[src/rtl/ifetch_pkg.sv]
// Shared types and constants for the instruction fetch unit.
// Includes the fetch-buffer entry that pairs each PC with its instruction word.
package ifetch_pkg;

  localparam int XLEN = 32;
  localparam int ILEN = 32;

  localparam logic [XLEN-1:0] RESET_PC_DEFAULT = 32'h0000_0000;

  typedef struct packed {
    logic [XLEN-1:0] pc;
    logic [ILEN-1:0] instr;
  } fetch_entry_t;

endpackage

[src/rtl/fetch_fifo.sv]
// Small fetch buffer with synchronous push/pop and a flush input.
// The head entry reads as zero whenever the buffer is empty.
module fetch_fifo
  import ifetch_pkg::*;
#(
  parameter int DEPTH = 2
) (
  input  logic         clk,
  input  logic         rst,
  input  logic         push,
  input  fetch_entry_t push_data,
  input  logic         pop,
  input  logic         flush,
  output logic         full,
  output logic         empty,
  output fetch_entry_t head
);

  localparam int AW = $clog2(DEPTH);

  logic [AW-1:0] wr_ptr_q, wr_ptr_d;
  logic [AW-1:0] rd_ptr_q, rd_ptr_d;
  logic [AW:0]   count_q, count_d;
  fetch_entry_t  mem_q [DEPTH];

  logic do_push, do_pop;

  assign full  = (count_q == (AW+1)'(DEPTH));
  assign empty = (count_q == '0);

  // A pop frees a slot in the same cycle, so a full buffer may still accept a push.
  assign do_pop  = pop && !empty;
  assign do_push = push && (!full || do_pop);

  always_comb begin
    wr_ptr_d = wr_ptr_q;
    rd_ptr_d = rd_ptr_q;
    count_d  = count_q;
    if (flush) begin
      wr_ptr_d = '0;
      rd_ptr_d = '0;
      count_d  = '0;
    end else begin
      if (do_push) wr_ptr_d = wr_ptr_q + AW'(1);
      if (do_pop)  rd_ptr_d = rd_ptr_q + AW'(1);
      case ({do_push, do_pop})
        2'b10:   count_d = count_q + (AW+1)'(1);
        2'b01:   count_d = count_q - (AW+1)'(1);
        default: count_d = count_q;
      endcase
    end
  end

  always_ff @(posedge clk or posedge rst) begin
    if (rst) begin
      wr_ptr_q <= '0;
      rd_ptr_q <= '0;
      count_q  <= '0;
    end else begin
      wr_ptr_q <= wr_ptr_d;
      rd_ptr_q <= rd_ptr_d;
      count_q  <= count_d;
    end
  end

  always_ff @(posedge clk) begin
    if (do_push && !flush) mem_q[wr_ptr_q] <= push_data;
  end

  assign head = empty ? '0 : mem_q[rd_ptr_q];

endmodule

[src/rtl/ifetch.sv]
// Instruction fetch: PC register, fetch/redirect control and output mapping
// around a small fetch buffer feeding decode through a valid/ready handshake.
module ifetch
  import ifetch_pkg::*;
#(
  parameter logic [XLEN-1:0] RESET_PC = RESET_PC_DEFAULT,
  parameter int              DEPTH    = 2
) (
  input  logic            clk,
  input  logic            reset,
  output logic [XLEN-1:0] imem_a,
  input  logic [ILEN-1:0] imem_rd,
  input  logic            redirect,
  input  logic [XLEN-1:0] pc_target,
  output logic            out_valid,
  input  logic            out_ready,
  output logic [ILEN-1:0] out_instr,
  output logic [XLEN-1:0] out_pc,
  output logic [XLEN-1:0] out_pcplus4
);

  logic [XLEN-1:0] pc_q, pc_d;
  logic            full, empty, pop, fire;
  fetch_entry_t    push_entry, head;

  assign pop  = out_valid && out_ready;
  assign fire = !redirect && (!full || pop);

  assign push_entry.pc    = pc_q;
  assign push_entry.instr = imem_rd;

  always_comb begin
    pc_d = pc_q;
    if (redirect)  pc_d = {pc_target[XLEN-1:2], 2'b00};
    else if (fire) pc_d = pc_q + 32'd4;
  end

  always_ff @(posedge clk or posedge reset) begin
    if (reset) pc_q <= RESET_PC;
    else       pc_q <= pc_d;
  end

  // A handshake in a redirect cycle still retires the head; flush drops the rest.
  fetch_fifo #(.DEPTH(DEPTH)) u_fifo (
    .clk       (clk),
    .rst       (reset),
    .push      (fire),
    .push_data (push_entry),
    .pop       (pop),
    .flush     (redirect),
    .full      (full),
    .empty     (empty),
    .head      (head)
  );

  assign imem_a      = pc_q;
  assign out_valid   = !empty;
  assign out_pc      = head.pc;
  assign out_instr   = head.instr;
  assign out_pcplus4 = empty ? '0 : head.pc + 32'd4;

endmodule
[config.mk]
export PLATFORM = sky130hd
export DESIGN_NAME = ifetch
export DESIGN_NICKNAME = d
export VERILOG_FILES = /design/src/rtl/ifetch_pkg.sv /design/src/rtl/fetch_fifo.sv /design/src/rtl/ifetch.sv
export SDC_FILE = /design/constraint.sdc
export NUM_CORES = 1
export LEC_CHECK = 0
export ABC_AREA = 1
export CORE_MARGIN = 2
export CORE_UTILIZATION = 54
export CTS_CLUSTER_SIZE = 24
export DETAILED_ROUTE_END_ITERATION = 6
export MAX_ROUTING_LAYER = met4
export PLACE_DENSITY_LB_ADDON = 0.12
export SETUP_SLACK_MARGIN = 0.2
export SLEW_MARGIN = 20
export SYNTH_ARGS = -nofsm -noshare
export SYNTH_HDL_FRONTEND = slang
export SYNTH_SLANG_ARGS = --single-unit
[constraint.sdc]
create_clock -name clk -period 6.3 [get_ports clk]
set_input_delay 1.575 -clock clk [delete_from_list [all_inputs] [get_ports clk]]
set_output_delay 1.575 -clock clk [all_outputs]
set_load 0.02 [all_outputs]
==> metrics.cfg <==
[global_routing]
grtUsageTotal_pct = 26.1
grt_max_degree = 57
grt.met3_usage_pct = 4.77
grt-ovfl-total = 0
met1_usage_pct = 35.2
antenna_found_initial = 0
grt_pass1_wl_um = 31900
gr-max-usage-layer = met2
grt_pass1_vias = 6356
grt_use_met2_pct = 41.0

[clocking]
cts.path.max_buffers = 2
clock-sinks = 158
postCtsHoldBufs = 0
cts_tree = yes
cts_setup_buffers = 0
clk_latency_ns = 0.43
clk_pin_slew_ns = 0.07
cts_resized = 0
cts-buffers-inserted = 17
h-tree-depth = 4
cts_root_buffer = clkbuf_16

[setup_path]
cp_top_family = buffers and inverters
crit_slowest_cell = clkdlybuf4s50_1
crit_arrival_ns = 3.49
critPathBufInv = 3
end_kind = output pin
path_cells = inv_2, buf_4, nand2_1, nand2_2, nand3_2, nor2_1, nand2_1, nor2_1, xor2_1, clkdlybuf4s50_1
max_stage_delay_ns = 0.62
cp-start-kind = register
crit_fanout = 56
critPathKind = register to output pin
critPathRequiredTime_ns = 4.72

[place]
dp_hpwl_um = 14600
pre_cts_ws_ns = 1.66
gp_congestion = 0.916
numPortBuffers = 188

[run_status]
outcome = finished clean

[final_layout]
synthToLayoutAreaGrowth_pct = 31.7
num-nets-final = 1212
diodes = 0
drive_gt1_share_pct = 8.23
multiInputGateArea_um2 = 3050
regArea_um2 = 4580
final_core_util_pct = 72.0
nFillCells = 1164

[floorplan]
dieHeight_um = 127
dieArea_um2 = 16200
die_w_um = 127
ioPinCount = 197
core_um2 = 15000
initial_core_util_pct = 54.7
rows = 45

[yosys]
synthArstFlopShare_pct = 21.5
synth-seq-area-share_pct = 55.6
synthFlopType = edfxtp_1
synth_cell_types = 39
synth_seq_cells = 158
synth_area_um2 = 8220
ys_warn_count = 0
synth_edf_count = 124
yosysTopAreaCell = edfxtp_1
yosysTopAreaCellShare_pct = 45.3
avgSynthCellArea_um2 = 8.57
yosys-top-cells-area = edfxtp_1 (45%), nand2_1 (16%), dfrtp_1 (10%)
synthCells = 959

[power]
static-leakage-power_nw = 4.54
irDropWorstVdd_mv = 0.189
p_per_area_nw_per_um2 = 274

[route]
drc_errors = 0
drt_iter0_drc = 493
vias = 6958
wl_per_cell_um = 15.1
postRouteAntennaNets = 0
avgViaCountPerCell = 5.18
drt-total-wl_um = 20300
drtPass1Iterations = 5

[timing]
clock_skew_ns = 0.00941
setup_violations = 0
rsz0062_at_grt = false
finalCriticalPeriod_ns = 5.07
hold_viol = 0
max_freq_mhz = 197
setup_ws_ns = 1.23
slew-limit-headroom_pct = 34.0
tightestPinTransition_ns = 0.986
final.period_utilization_pct = 80.4
slew_viol_final = 0
timing.setup.tns_ns = 0

[hold_path]
min_path_type = register to register

[run]
cap_violations = 0

-- synth_stat cells, drive strengths merged, types with 2 or more instances --
cell    number
nand2      370
edfxtp     124
inv        111
nor2        92
nand3       68
a21oi       36
dfrtp       34
buf         23
o21ai       20
xor2        20
clkbuf      14
nor3        13
nand4        9
o211ai       9
ha           2
nand3b       2
o21bai       2
xnor2        2
-- registers in the layout, indices dropped and copies added (netlist names) --
register         flops
u_fifo.mem_q       124
imem_a              30
u_fifo.count_q       2
u_fifo.rd_ptr_q      1
u_fifo.wr_ptr_q      1
-- layer usage --
| layer | vias up | wire (um) |
|---|---|---|
| li1 | 3459 | - |
| met1 | 3199 | 9100 |
| met2 | 273 | 9630 |
| met3 | 27 | 1260 |
| met4 | 0 | 322 |
| met5 | - | 0 |
-- cells in the final DEF (no fill, tap or decap), types with 17 or more instances in the layout --
| cell type | n |
|---|---|
| edfxtp_1 | 124 |
| nor2_2 | 20 |
| nand3_1 | 58 |
| a21oi_1 | 36 |
| xor2_1 | 20 |
| clkdlybuf4s50_1 | 188 |
| inv_1 | 107 |
| nor2_1 | 68 |
| clkbuf_16 | 17 |
| nand2_1 | 357 |
| dfrtp_1 | 33 |
-- power breakdown --
| group | total (mW) | switching (mW) | internal [mW] |
|---|---|---|---|
| Sequential | 1.29 | 0.0706 | 1.22 |
| Combinational | 0.672 | 0.396 | 0.276 |
| Clock | 1.01 | 0.474 | 0.535 |
-- layout make-up --
type,instances,share of cell area (%)
clock buffer,17,3.93
inverter,111,3.85
tap,188,2.17
sequential,158,42.3
clock inverter,15,1.50
multi-input combinational,658,28.1
timing repair buffer,196,18.2
-- worst reg2reg max path, cell delays in order, from the launching register on --
cell      delay, ns
dfrtp_1        0.39
inv_1          0.09
nor2_1         0.16
nand2_1        0.16
nor2_1         0.78
inv_2          0.40
o21ai_0        0.26
o21bai_1       0.13
-- worst paths after layout --
| kind | start | endpoint | slack, ns | depth (start not counted) |
|---|---|---|---|---|
| worst min-delay path | imem_a[16] | u_fifo.mem_q[1][48] | 0.58 | 0 |
| worst min register to register | imem_a[16] | u_fifo.mem_q[1][48] | 0.58 | 0 |
| max in group asynchronous | reset | u_fifo.rd_ptr_q | 4.41 | 3 |
| min in group asynchronous | reset | imem_a[3] | 1.55 | 3 |
| worst max register to register | u_fifo.count_q[1] | imem_a[12] | 3.86 | 7 |
| worst max-delay path | u_fifo.rd_ptr_q | out_pcplus4[18] | 1.23 | 10 |
-- cell families after synthesis --
logic type	after synthesis	share of synthesized area (%)
simple gates	556	28.9
other cells	1	0.0456
fa+ha+maj	2	0.304
compound gates	72	4.92
flops	158	55.6
xor+xnor	22	2.34
buf+inv	148	7.82
-- stage by stage --
step	cells	total power, mW	cell area (um2)	hold slack [ns]
after floorplan	964	1.68	8240	0.515
after global placement	1311	1.97	10200	0.573
after detailed placement	1311	1.98	10200	0.572
after CTS	1343	2.98	10800	0.586
after global routing	1343	3.09	10800	0.594
final	1343	2.97	10800	0.576
No activity file was read; power rests on OpenSTA's default activity.
